==> config.mk <==
export PLATFORM = sky130hd
export DESIGN_NAME = shift_sequencer_flat
export DESIGN_NICKNAME = d
export VERILOG_FILES = /design/src/rtl/shift_sequencer_if.sv /design/src/rtl/shift_sequencer.sv /design/src/flat_wrapper.sv
export SDC_FILE = /design/constraint.sdc
export NUM_CORES = 1
export LEC_CHECK = 0
export ABC_AREA = 1
export CORE_ASPECT_RATIO = 0.75
export CORE_MARGIN = 10
export CORE_UTILIZATION = 35
export CTS_CLUSTER_DIAMETER = 30
export CTS_CLUSTER_SIZE = 12
export DETAILED_ROUTE_END_ITERATION = 8
export PLACE_DENSITY = 0.73
export SLEW_MARGIN = 0
export SYNTH_ARGS = -nofsm -noshare
export SYNTH_HDL_FRONTEND = slang
export SYNTH_SLANG_ARGS = --single-unit
==> constraint.sdc <==
create_clock -name clk -period 2.1 [get_ports clk]
set_input_delay 0.315 -clock clk [delete_from_list [all_inputs] [get_ports clk]]
set_output_delay 0.315 -clock clk [all_outputs]
set_load 0.02 [all_outputs]
==> src/rtl/shift_sequencer_if.sv <==
// shift_sequencer_if
// Bundles the control-side handshake (start/busy/done with operand, code and
// amount) together with the link to the shared single-place shifter.
//
// Signals:
//   start, in, op, amount  request from the datapath control FSM
//   out, busy, done        result and handshake back to the control FSM
//   sh_in, sh_shift        operand and shift code driven to the shifter
//   sh_out                 combinational result returned by the shifter
//
// Modports:
//   slave   the sequencer itself
//   master  its environment (control FSM plus shifter instance)
interface shift_sequencer_if #(
  parameter int WIDTH = 16,
  parameter int CNT_W = 4
);
  logic             start;
  logic [WIDTH-1:0] in;
  logic [1:0]       op;
  logic [CNT_W-1:0] amount;
  logic [WIDTH-1:0] out;
  logic             busy;
  logic             done;
  logic [WIDTH-1:0] sh_in;
  logic [1:0]       sh_shift;
  logic [WIDTH-1:0] sh_out;

  modport slave (
    input  start, in, op, amount, sh_out,
    output out, busy, done, sh_in, sh_shift
  );

  modport master (
    output start, in, op, amount, sh_out,
    input  out, busy, done, sh_in, sh_shift
  );
endinterface

==> src/rtl/shift_sequencer.sv <==
// shift_sequencer
// Drives the shared 16-bit single-place shifter once per cycle to build a
// multi-place shift. Shift codes: 00 none, 01 left, 10 logical right,
// 11 arithmetic right. The running value lives in acc; out is updated only
// when the operation completes and is held until the next completion.
//
// Ports:
//   clk    rising-edge clock
//   reset  synchronous, active-high reset
//   bus    shift_sequencer_if.slave (handshake + shifter link)
//
// Optional feature (macro SHIFT_SEQ_EARLY_EXIT_EN):
//   When defined, a SHIFT step whose result is a fixed point of the shift
//   code (all zeros, or all ones for arithmetic right) finishes immediately.
//   The result is unchanged; only latency shrinks. When undefined, exactly
//   `amount` SHIFT cycles are always executed.
module shift_sequencer #(
  parameter int WIDTH = 16,
  parameter int CNT_W = 4
) (
  input logic             clk,
  input logic             reset,
  shift_sequencer_if.slave bus
);

  typedef enum logic [1:0] {
    IDLE  = 2'd0,
    SHIFT = 2'd1,
    DONE  = 2'd2
  } state_t;

  state_t           state;
  logic [WIDTH-1:0] acc;
  logic [1:0]       op_r;
  logic [CNT_W-1:0] count;
  logic [WIDTH-1:0] out_r;
  logic             busy_r;
  logic             done_r;
  logic [1:0]       sh_shift_r;
  logic             early_exit;

  // The shifter always sees acc; sh_shift_r keeps it idle outside SHIFT so
  // other users of the shared shifter get a transparent path.
  assign bus.sh_in    = acc;
  assign bus.sh_shift = sh_shift_r;
  assign bus.out      = out_r;
  assign bus.busy     = busy_r;
  assign bus.done     = done_r;

`ifdef SHIFT_SEQ_EARLY_EXIT_EN
  // Once the value stops changing under op_r, further iterations are
  // no-ops, so the remaining count can be skipped.
  always_comb begin
    early_exit = 1'b0;
    if (bus.sh_out == '0)
      early_exit = 1'b1;
    else if (op_r == 2'b11 && bus.sh_out == '1)
      early_exit = 1'b1;
  end
`else
  assign early_exit = 1'b0;
`endif

  // Single controller process. out is loaded on the edge that enters DONE
  // with the same value acc receives on that edge, so out is already valid
  // in the cycle where done is high.
  always_ff @(posedge clk) begin
    if (reset) begin
      state      <= IDLE;
      acc        <= '0;
      op_r       <= 2'b00;
      count      <= '0;
      out_r      <= '0;
      busy_r     <= 1'b0;
      done_r     <= 1'b0;
      sh_shift_r <= 2'b00;
    end else begin
      case (state)
        IDLE: begin
          busy_r     <= 1'b0;
          done_r     <= 1'b0;
          sh_shift_r <= 2'b00;
          if (bus.start) begin
            acc    <= bus.in;
            op_r   <= bus.op;
            count  <= bus.amount;
            busy_r <= 1'b1;
            // Nothing to iterate: finish straight away with out = in.
            if (bus.amount == '0 || bus.op == 2'b00) begin
              state  <= DONE;
              out_r  <= bus.in;
              done_r <= 1'b1;
            end else begin
              state      <= SHIFT;
              sh_shift_r <= bus.op;
            end
          end
        end

        SHIFT: begin
          acc   <= bus.sh_out;
          count <= count - CNT_W'(1);
          if (count == CNT_W'(1) || early_exit) begin
            state      <= DONE;
            out_r      <= bus.sh_out;
            done_r     <= 1'b1;
            sh_shift_r <= 2'b00;
          end
        end

        DONE: begin
          state  <= IDLE;
          busy_r <= 1'b0;
          done_r <= 1'b0;
        end

        default: begin
          state      <= IDLE;
          busy_r     <= 1'b0;
          done_r     <= 1'b0;
          sh_shift_r <= 2'b00;
        end
      endcase
    end
  end

endmodule
==> src/flat_wrapper.sv <==
// flat-port wrapper written by rule: the top's interface ports become plain ports
module shift_sequencer_flat 
#(
  parameter int WIDTH = 16,
  parameter int CNT_W = 4
)
  (clk, reset, bus_start, bus_in, bus_op, bus_amount, bus_sh_out, bus_out, bus_busy, bus_done, bus_sh_in, bus_sh_shift);
  shift_sequencer_if #(.WIDTH(WIDTH), .CNT_W(CNT_W)) bus_i ();
  input logic clk;
  input logic reset;
  input wire logic [$bits(bus_i.start)-1:0] bus_start;
  input wire logic [$bits(bus_i.in)-1:0] bus_in;
  input wire logic [$bits(bus_i.op)-1:0] bus_op;
  input wire logic [$bits(bus_i.amount)-1:0] bus_amount;
  input wire logic [$bits(bus_i.sh_out)-1:0] bus_sh_out;
  output wire logic [$bits(bus_i.out)-1:0] bus_out;
  output wire logic [$bits(bus_i.busy)-1:0] bus_busy;
  output wire logic [$bits(bus_i.done)-1:0] bus_done;
  output wire logic [$bits(bus_i.sh_in)-1:0] bus_sh_in;
  output wire logic [$bits(bus_i.sh_shift)-1:0] bus_sh_shift;
  assign bus_i.start = bus_start;
  assign bus_i.in = bus_in;
  assign bus_i.op = bus_op;
  assign bus_i.amount = bus_amount;
  assign bus_i.sh_out = bus_sh_out;
  assign bus_out = bus_i.out;
  assign bus_busy = bus_i.busy;
  assign bus_done = bus_i.done;
  assign bus_sh_in = bus_i.sh_in;
  assign bus_sh_shift = bus_i.sh_shift;
  shift_sequencer #(.WIDTH(WIDTH), .CNT_W(CNT_W)) u_core (.clk(clk), .reset(reset), .bus(bus_i));
endmodule
==> results.toml, run 1 <==
[synthesis]
synth.yosys.seq_area_share_pct = 43.6
synth.top_cell.area_share_pct = 43.6
yosys-top-cells-area = "dfxtp_1, a21oi_1, o21ai_0"
synth_common_cells = "nand2_1, dfxtp_1, a21oi_1"
async_reset_ff_share_pct = 0
synthCells = 265
yosys_warnings = 0
synth_cell_types = 24
yosys.area.top_type = "dfxtp_1"
synth_edf_count = 0
synth.avg_cell_area_um2 = 7.27
synth_seq_cells = 42
ys.flop_type = "dfxtp_1"
syn_nets = 308
synthesis.area_um2 = 1930
synth.most_common_cell = "nand2_1"

[layout]
layout.cells.non_filler = 409
drive_gt1_share_pct = 5.69
diodes = 0
finalNetCount = 377
utilization_pct = 52.5
synthToLayoutAreaGrowth_pct = 45.1
post-route-cell-area_um2 = 2800

[timing]
max-slew-margin-rel_pct = 68.3
fin_crit_sh_pct = 74.9
slew_violations = 0
setup_viol = 0
fin_crit_ns = 1.57
rsz0062_at_grt = "false"
final_hold_viol_count = 0
fmax_ghz = 0.636
finClkSkew_ns = 0.00491
tns_ns = 0
tightest_slew_ns = 0.475

[worst_setup_path]
start_kind = "flop"
r2r-start = "u_core.state[0]"
critPathCaptureType = "primary output"
crit_required_ns = 1.78
reg2reg_setup_slack_ns = 0.61
path_buf_inv = 1
rr_worst_depth = 4
worstPathCellList = "clkdlybuf4s50_1"
cp_max_fo = 2
max_stage_delay_ns = 0.64
slowest_stage = "clkdlybuf4s50_1"
worstSetupPathType = "flop to primary output"
path_delay_family = "buffers and inverters"
regToRegEndpoint = "u_core.bus.sh_in[9]"
arrival_ns = 1.26

[floorplanning]
std_cell_rows = 23
design.core.area_um2 = 5320
start_util_pct = 36.2
die_x_um = 106
die_h_um = 84.3
die_area_um2 = 8900
io_pins = 77

[grt]
grt_max_degree = 38
grt_pass1_vias = 1803
grt_overflow_total = 0
grt.total_usage_pct = 11.9
antenna_found_initial = 0
grt_pass1_wl_um = 8930

[detailed_routing]
firstDrtPassIters = 4
avgRoutedWirePerCell_um = 13.3
post-route-drc-count = 0
vias_per_cell = 4.66
drt_wl_total_um = 5430
antenna_left = 0
drtIter0Drc = 66
vias = 1905

[placement]
dpl_cell_area_um2 = 2720
dp.cells = 402
portBuffers = 76
dp_hpwl_um = 4040
routabilityCongestion = 0.754

[clocking]
root_buffer = "clkbuf_8"
cts_made_buffers = 5
htreeDepth = 2
cts_hold_buf = 0
post_cts_resized = 0
cts_tree = "done"
post_cts.repair.setup_buffers = 0
clk_path_buf_depth = 2
clkLatencyLatePin_ns = 0.29
clk_pin_slew_ns = 0.08
clock_sinks = 42

[pwr]
power_density_nw_per_um2 = 825
ir_worst_vdd_v = 0.000296
p_leak_nw = 1.17
power.total_mw = 2.31

[min_path]
hp-start = "u_core.bus.sh_shift[0]"
whs_endpoint = "u_core.bus.sh_shift[0]"
hp-class = "flop to flop"
worstHoldPathCells = 2

[flow_run]
cap_violations = 0

[run_status]
status = "finished, final reports clean"
## cells by family after synthesis
| family | share of synthesized area (%) |
|---|---|
| adder cells (fa/ha/maj) | 1.30 |
| flip-flops | 43.6 |
| AND/OR/NAND/NOR | 22.5 |
| AO/OA/AOI/OAI | 22.1 |
| buffers and inverters | 10.1 |
| XOR/XNOR | 0.455 |
## per-layer routing
metal	global-route usage [%]	routed length, µm	part of all wire (%)	vias to the layer above
met1	15.2	2690	49	847
met5	0	0	0	-
met4	2.58	38	0.70	0
met2	18.7	2390	44	46
li1	-	-	-	1007
met3	4.50	318	5.9	5
## area by class of cell
cell class                      count  area, µm²
Multi-Input combinational cell    184        892
Inverter                           22       82.6
Clock buffer                        5       68.8
Clock inverter                      2       10.0
Timing Repair Buffer               79        808
Sequential cell                    42        841
Tap cell                           75       93.8
Fill cell                         516       2530
## placed cells by master, fill, tap and decap left out, drive strengths merged
cell type	count
ha	2
dfxtp	42
nor2	31
o21ai	39
clkinv	2
or2	1
buf	3
inv	22
a21oi	40
nand3b	1
xor2	1
clkbuf	5
clkdlybuf4s50	76
nand2	46
a211oi	1
nand3	22
## worst max-delay path by stage
stage                     endpoint  cells after the start  slack [ns]                  from
4_1_cts              bus_sh_in[15]                      1        0.50  u_core.bus.sh_in[15]
6_report                bus_out[1]                      1        0.53     u_core.bus.out[1]
3_5_place_dp   u_core.bus.sh_in[3]                      5        0.28             bus_start
5_1_grt        u_core.bus.sh_in[0]                      5        0.44             bus_start
3_3_place_gp   u_core.bus.sh_in[9]                      5        0.33             bus_start
2_1_floorplan  u_core.bus.sh_in[2]                      6        0.86       u_core.state[0]
## state kept, by name, summed over array words and instances, names as in the netlist
signal               cells
u_core.bus.busy          1
u_core.bus.sh_shift      2
u_core.state             2
u_core.bus.sh_in        16
u_core.bus.done          1
u_core.bus.out          16
u_core.count             4
## stage by stage
stage | setup WS, ns | hold slack [ns]
floorplan | 0.864 | 0.458
global placement | 0.335 | 0.451
detailed placement | 0.276 | 0.458
CTS | 0.505 | 0.469
global route | 0.441 | 0.488
finish | 0.527 | 0.466
## power breakdown
part / internal, mW / switching (mW) / total [mW]
Sequential: 0.909 / 0.0658 / 0.975
Clock: 0.223 / 0.262 / 0.486
Combinational: 0.380 / 0.466 / 0.845
Power figures use the tool's default switching activity.
==> run 2: changes to the inputs <==
--- a/config.mk
+++ b/config.mk
@@ -12,7 +12,7 @@
 export CTS_CLUSTER_DIAMETER = 30
 export CTS_CLUSTER_SIZE = 12
 export DETAILED_ROUTE_END_ITERATION = 8
-export PLACE_DENSITY = 0.73
+export PLACE_DENSITY = 0.75
 export SLEW_MARGIN = 0
 export SYNTH_ARGS = -nofsm -noshare
 export SYNTH_HDL_FRONTEND = slang
==> constraint.sdc (replaced) <==
create_clock -name clk -period 1.37 [get_ports clk]
set_input_delay 0.2055 -clock clk [delete_from_list [all_inputs] [get_ports clk]]
set_output_delay 0.2055 -clock clk [all_outputs]
set_load 0.02 [all_outputs]
==> run 2 against run 1 <==
Routed wire length is 17% higher. Via count is 7.1% higher. Count of clock-buffer cells in the layout stayed put. Die area stayed put. Largest cell class is now non-clock buffers. Combinational power is 89% higher. Power is 76% higher. The flow now finishes with violations (negative setup slack). Highest routed layer unchanged. Cell count is 6.8% higher.
==> results.toml, run 2 (synthesis results as in run 1) <==
[pwr]
sw_frac_of_total_pct = 34.2
pwr-share-seq_pct = 37.1
p_leak_nw = 1.50
power.internal_mw = 2.67
ir_worst_vdd_v = 0.000575
power_density_nw_per_um2 = 1260
p_sw_mw = 1.39
clkPwrFrac_pct = 23.5
power_frac_comb_pct = 39.3

[floorplanning]
start_util_pct = 36.2
std_cell_rows = 23
die_area_um2 = 8900
die_h_um = 84.3
io_pins = 77
design.core.area_um2 = 5320
die_x_um = 106

[layout]
diodes = 0
final_common_cell = "nand2_1"
synthToLayoutAreaGrowth_pct = 67.5
final_cell_mix = "nand2_1, clkdlybuf4s50_1, dfxtp_1"
drive_gt1_share_pct = 20.2
fill_cells = 485
finalNetCount = 404

[detailed_routing]
firstDrtPassIters = 4
vias = 2041
antenna_left = 0
post-route-drc-count = 0
drt_wl_total_um = 6360
avgRoutedWirePerCell_um = 14.5
drtIter0Drc = 79
vias_per_cell = 4.67

[clocking]
clkLatencyLatePin_ns = 0.28
clk_pin_slew_ns = 0.08
htreeDepth = 2
root_buffer = "clkbuf_8"
clock_sinks = 42
cts_made_buffers = 5
clk_path_buf_depth = 2
cts_tree = "done"
cts_hold_buf = 0

[worst_setup_path]
arrival_ns = 1.57
worstPathCellList = "buf_12 -> o21ai_4 -> a21oi_4 -> buf_12 -> clkbuf_16 -> a21oi_1 -> nor2_1"
path_buf_inv = 3
critPathCaptureType = "flop"
max_stage_delay_ns = 0.37
crit_required_ns = 1.56
critical_path.most_common_cell = "buf_12"
reg2reg_setup_slack_ns = -0.01
path_delay_family = "buffers and inverters"
slowest_stage = "dfxtp_4"
start_kind = "flop"
worstSetupPathType = "flop to flop"
cp_max_fo = 8

[timing]
slew_violations = 0
finClkSkew_ns = 0.00726
fin_crit_ns = 1.38
fmax_ghz = 0.724
tightest_slew_ns = 0.368
final_hold_viol_count = 0
setup_viol = 5
rsz0062_at_grt = "true"
max-slew-margin-rel_pct = 75.2
fin_crit_sh_pct = 101
timing.hold.ws_ns = 0.462
setup_slack_ns = -0.0104

[run_status]
status = "finished, violations left"
violations = "negative setup slack"

[grt]
grt_overflow_total = 0
grt.total_usage_pct = 12.4
grt_pass1_wl_um = 9400
grt_max_degree = 36
grt_pass1_vias = 1966
antenna_found_initial = 0

[placement]
dpl_worst_slack_ns = -0.206
routabilityCongestion = 0.768
dp_hpwl_um = 4200
portBuffers = 76

[min_path]
hp-class = "flop to flop"

[flow_run]
cap_violations = 0
==> run 2: cell types whose count changed in the layout (fill, tap and decap cells not counted), sizes merged <==
cell           previous run  this run
buf                       3        26
bufinv                    0         1
clkbuf                    5         8
clkdlybuf4s50            76        40
dlygate4sd2               0        36
nand2                    46        47
==> run 2: routing by layer <==
metal / vias to the layer above / share of wire, % / GRT usage (%)
met5: - / 0 / 0
met4: 0 / 0.25 / 2.21
met3: 2 / 6.1 / 4.35
met2: 56 / 49 / 20.7
met1: 919 / 45 / 15.1
li1: 1064 / - / -
==> run 2: final timing paths <==
check / depth (start not counted) / end / startpoint
min reg2reg: 2 / u_core.bus.sh_shift[1] / u_core.bus.sh_shift[1]
min: 2 / u_core.bus.sh_shift[1] / u_core.bus.sh_shift[1]
max: 7 / u_core.bus.out[15] / u_core.state[0]
max reg2reg: 7 / u_core.bus.out[15] / u_core.state[0]
==> run 2: cell type report <==
class                   instances  area [µm²]  area share [%]
repair buffers                105        1080            33.4
multi-input cells             185        1010            31.4
flip-flops and latches         42         847            26.3
well taps                      75        93.8            2.91
inverters                      22        87.6            2.71
clock buffers                   5        68.8            2.13
clock inverters                 3        40.0            1.24
==> run 2: tightest hold or removal path: stages, from the launching register on <==
cell     delay [ns]
dfxtp_1        0.31
nand2_1        0.06
a21oi_1        0.05
==> run 2: what timing repair did <==
| item | in CTS | in global routing |
|---|---|---|
| gates resized for setup | 38 | 32 |
| setup buffers | 0 | 4 |
| endpoints found under the setup margin | 45 | 34 |
| pin swaps | 0 | 9 |
| cloned | 0 | 5 |
==> run 2: stage by stage <==
step	cell area (µm²)	total power, mW	TNS, ns	util (%)	cells
6_report	3230	4.06	-0.0218	60.6	437
5_1_grt	3230	4.30	-0.866	60.6	437
4_1_cts	2960	3.79	-0.00631	55.5	428
3_5_place_dp	2890	2.94	-6.06	54.3	420
3_3_place_gp	2890	2.91	-4.64	54.3	420
2_1_floorplan	1930	2.28	0	-	265
==> run 2: power groups by stage <==
stage | combinational, mW | clock [mW] | sequential, mW
2_1_floorplan | 0.596 | 0 | 1.69
3_3_place_gp | 1.40 | 0 | 1.52
3_5_place_dp | 1.42 | 0 | 1.52
4_1_cts | 1.32 | 0.976 | 1.49
5_1_grt | 1.74 | 1.03 | 1.53
6_report | 1.60 | 0.955 | 1.51
==> run 3: changes to the inputs <==
--- a/config.mk
+++ b/config.mk
@@ -6,13 +6,14 @@
 export NUM_CORES = 1
 export LEC_CHECK = 0
 export ABC_AREA = 1
-export CORE_ASPECT_RATIO = 0.75
+export CORE_ASPECT_RATIO = 0.7
 export CORE_MARGIN = 10
 export CORE_UTILIZATION = 35
 export CTS_CLUSTER_DIAMETER = 30
 export CTS_CLUSTER_SIZE = 12
 export DETAILED_ROUTE_END_ITERATION = 8
 export PLACE_DENSITY = 0.75
+export SKIP_LAST_GASP = 1
 export SLEW_MARGIN = 0
 export SYNTH_ARGS = -nofsm -noshare
 export SYNTH_HDL_FRONTEND = slang
==> run 3 against run 2 <==
The run now ends clean. Combinational power decreased by 6%. Power decreased by 5.5%. Cell area is 3.4% lower. Fmax is 2.4% higher. Cell count is 1.4% lower. Register-to-register slack better by 0.03 ns. Clock skew is 0.0016 ns higher. Clock power shrank 13%. Global-route usage increased by 0.34 points. Critical path type unchanged. Largest cell class unchanged. Largest power group unchanged. Highest routed layer unchanged.
==> results.toml, run 3 (synthesis results as in run 1) <==
[min_path]
whs_endpoint = "u_core.bus.sh_shift[0]"
hp-class = "flop to flop"
hp-start = "u_core.bus.sh_shift[0]"
worstHoldPathCells = 2

[layout]
layout.cells.non_filler = 431
post-route-cell-area_um2 = 3120
diodes = 0
multi_input_area_um2 = 952
final_common_cell = "nand2_1"
seqCellArea_um2 = 846
synthToLayoutAreaGrowth_pct = 61.8
fill_cells = 499
final_cell_mix = "nand2_1, clkdlybuf4s50_1, dfxtp_1"
drive_gt1_share_pct = 16.2
finalNetCount = 401

[floorplanning]
io_pins = 77
start_util_pct = 36.5
std_cell_rows = 22
die_h_um = 82.1
die_area_um2 = 8920
design.core.area_um2 = 5290
die_x_um = 109

[clocking]
clock_sinks = 42
cts_tree = "done"
clk_pin_slew_ns = 0.08
root_buffer = "clkbuf_8"
clkLatencyLatePin_ns = 0.29
htreeDepth = 2
cts_made_buffers = 5
clk_path_buf_depth = 2

[timing]
fin_crit_sh_pct = 98.4
fmax_ghz = 0.742
rsz0062_at_grt = "true"
slew_violations = 0
final_hold_viol_count = 0
finClkSkew_ns = 0.00887
tightest_slew_ns = 0.354
setup_viol = 0
max-slew-margin-rel_pct = 76.1
timing.hold.ws_ns = 0.468
fin_crit_ns = 1.35

[detailed_routing]
avgRoutedWirePerCell_um = 14.4
drtIter0Drc = 49
firstDrtPassIters = 4
antenna_left = 0
vias = 2039
vias_per_cell = 4.73
post-route-drc-count = 0
drt_wl_total_um = 6220

[worst_setup_path]
cp_max_fo = 8
path_buf_inv = 2
worstPathCellList = "nor2_2 -> nand2_4 -> a21oi_4 -> buf_12 -> clkbuf_16 -> nand3_1 -> nand2_1 -> nor2_1"
start_kind = "flop"
rr_worst_depth = 8
crit_required_ns = 1.56
reg2reg_setup_slack_ns = 0.02
arrival_ns = 1.53
r2r-start = "u_core.count[3]"
worstSetupPathType = "flop to flop"
path_delay_family = "simple AND/OR/NAND/NOR gates"
slowest_stage = "dfxtp_1"
regToRegEndpoint = "u_core.bus.out[6]"
max_stage_delay_ns = 0.34
critPathCaptureType = "flop"

[grt]
antenna_found_initial = 0
grt_pass1_vias = 1945
grt_overflow_total = 0
grt_max_degree = 36
grt_pass1_wl_um = 9150
grt.total_usage_pct = 12.7

[placement]
dp.cells = 414
dp_hpwl_um = 4250
dpl_cell_area_um2 = 2860
routabilityCongestion = 0.801
portBuffers = 76

[pwr]
power.total_mw = 3.83
power_density_nw_per_um2 = 1230
ir_worst_vdd_v = 0.000461
p_leak_nw = 1.47

[flow_run]
cap_violations = 0

[run_status]
status = "finished, final reports clean"
run 3: report_power, final:
part	internal [mW]	switching, mW
Sequential	1.40	0.101
Clock	0.407	0.422
Combinational	0.694	0.814
Total	2.50	1.34
run 3: through the flow:
stage | setup TNS (ns) | util [%] | setup WS [ns]
5_1_grt | -0.589 | 59.0 | -0.0634
3_3_place_gp | -4.68 | 54.2 | -0.173
4_1_cts | -0.00343 | 55.1 | -0.00343
2_1_floorplan | 0 | - | 0.134
3_5_place_dp | -5.63 | 54.2 | -0.190
6_report | 0 | 59.0 | 0.0225
run 3: layer usage:
layer	global-route usage [%]	routed length, µm	vias up
li1	-	-	1063
met3	5.32	488	5
met2	20.3	2770	56
met5	0	0	-
met4	2.89	37	0
met1	15.8	2920	915
run 3: repair_timing:
action / 4_1_cts / 5_1_grt
cloned: 0 / 4
hold buffers: 0 / 0
setup buffers: 0 / 5
pin swaps: 0 / 4
setup endpoints to repair: 40 / 34
gates resized for setup: 37 / 21
run 3: final cells by class:
type	count	area share [%]
inverters	22	2.73
flip-flops and latches	42	27.1
repair buffers	103	33.8
multi-input cells	184	30.5
well taps	72	2.89
clock inverters	1	0.161
clock buffers	7	2.77
run 3: worst max path at each step:
stage	start	end	slack [ns]	depth (start not counted)
detailed placement	bus_op[1]	u_core.bus.out[9]	-0.19	7
CTS	u_core.count[1]	u_core.bus.out[2]	-0.003	8
global route	u_core.state[0]	u_core.bus.out[0]	-0.06	8
floorplan	u_core.state[0]	u_core.bus.sh_in[2]	0.13	6
finish	u_core.count[3]	u_core.bus.out[6]	0.02	8
global placement	bus_op[1]	u_core.bus.out[5]	-0.17	7
run 3: worst reg2reg max path: cells and delay by family, from the launching register on:
kind | cells | cell delay [ns]
AO/OA/AOI/OAI | 1 | 0.17
flip-flops | 1 | 0.34
AND/OR/NAND/NOR | 5 | 0.43
buffers and inverters | 2 | 0.30
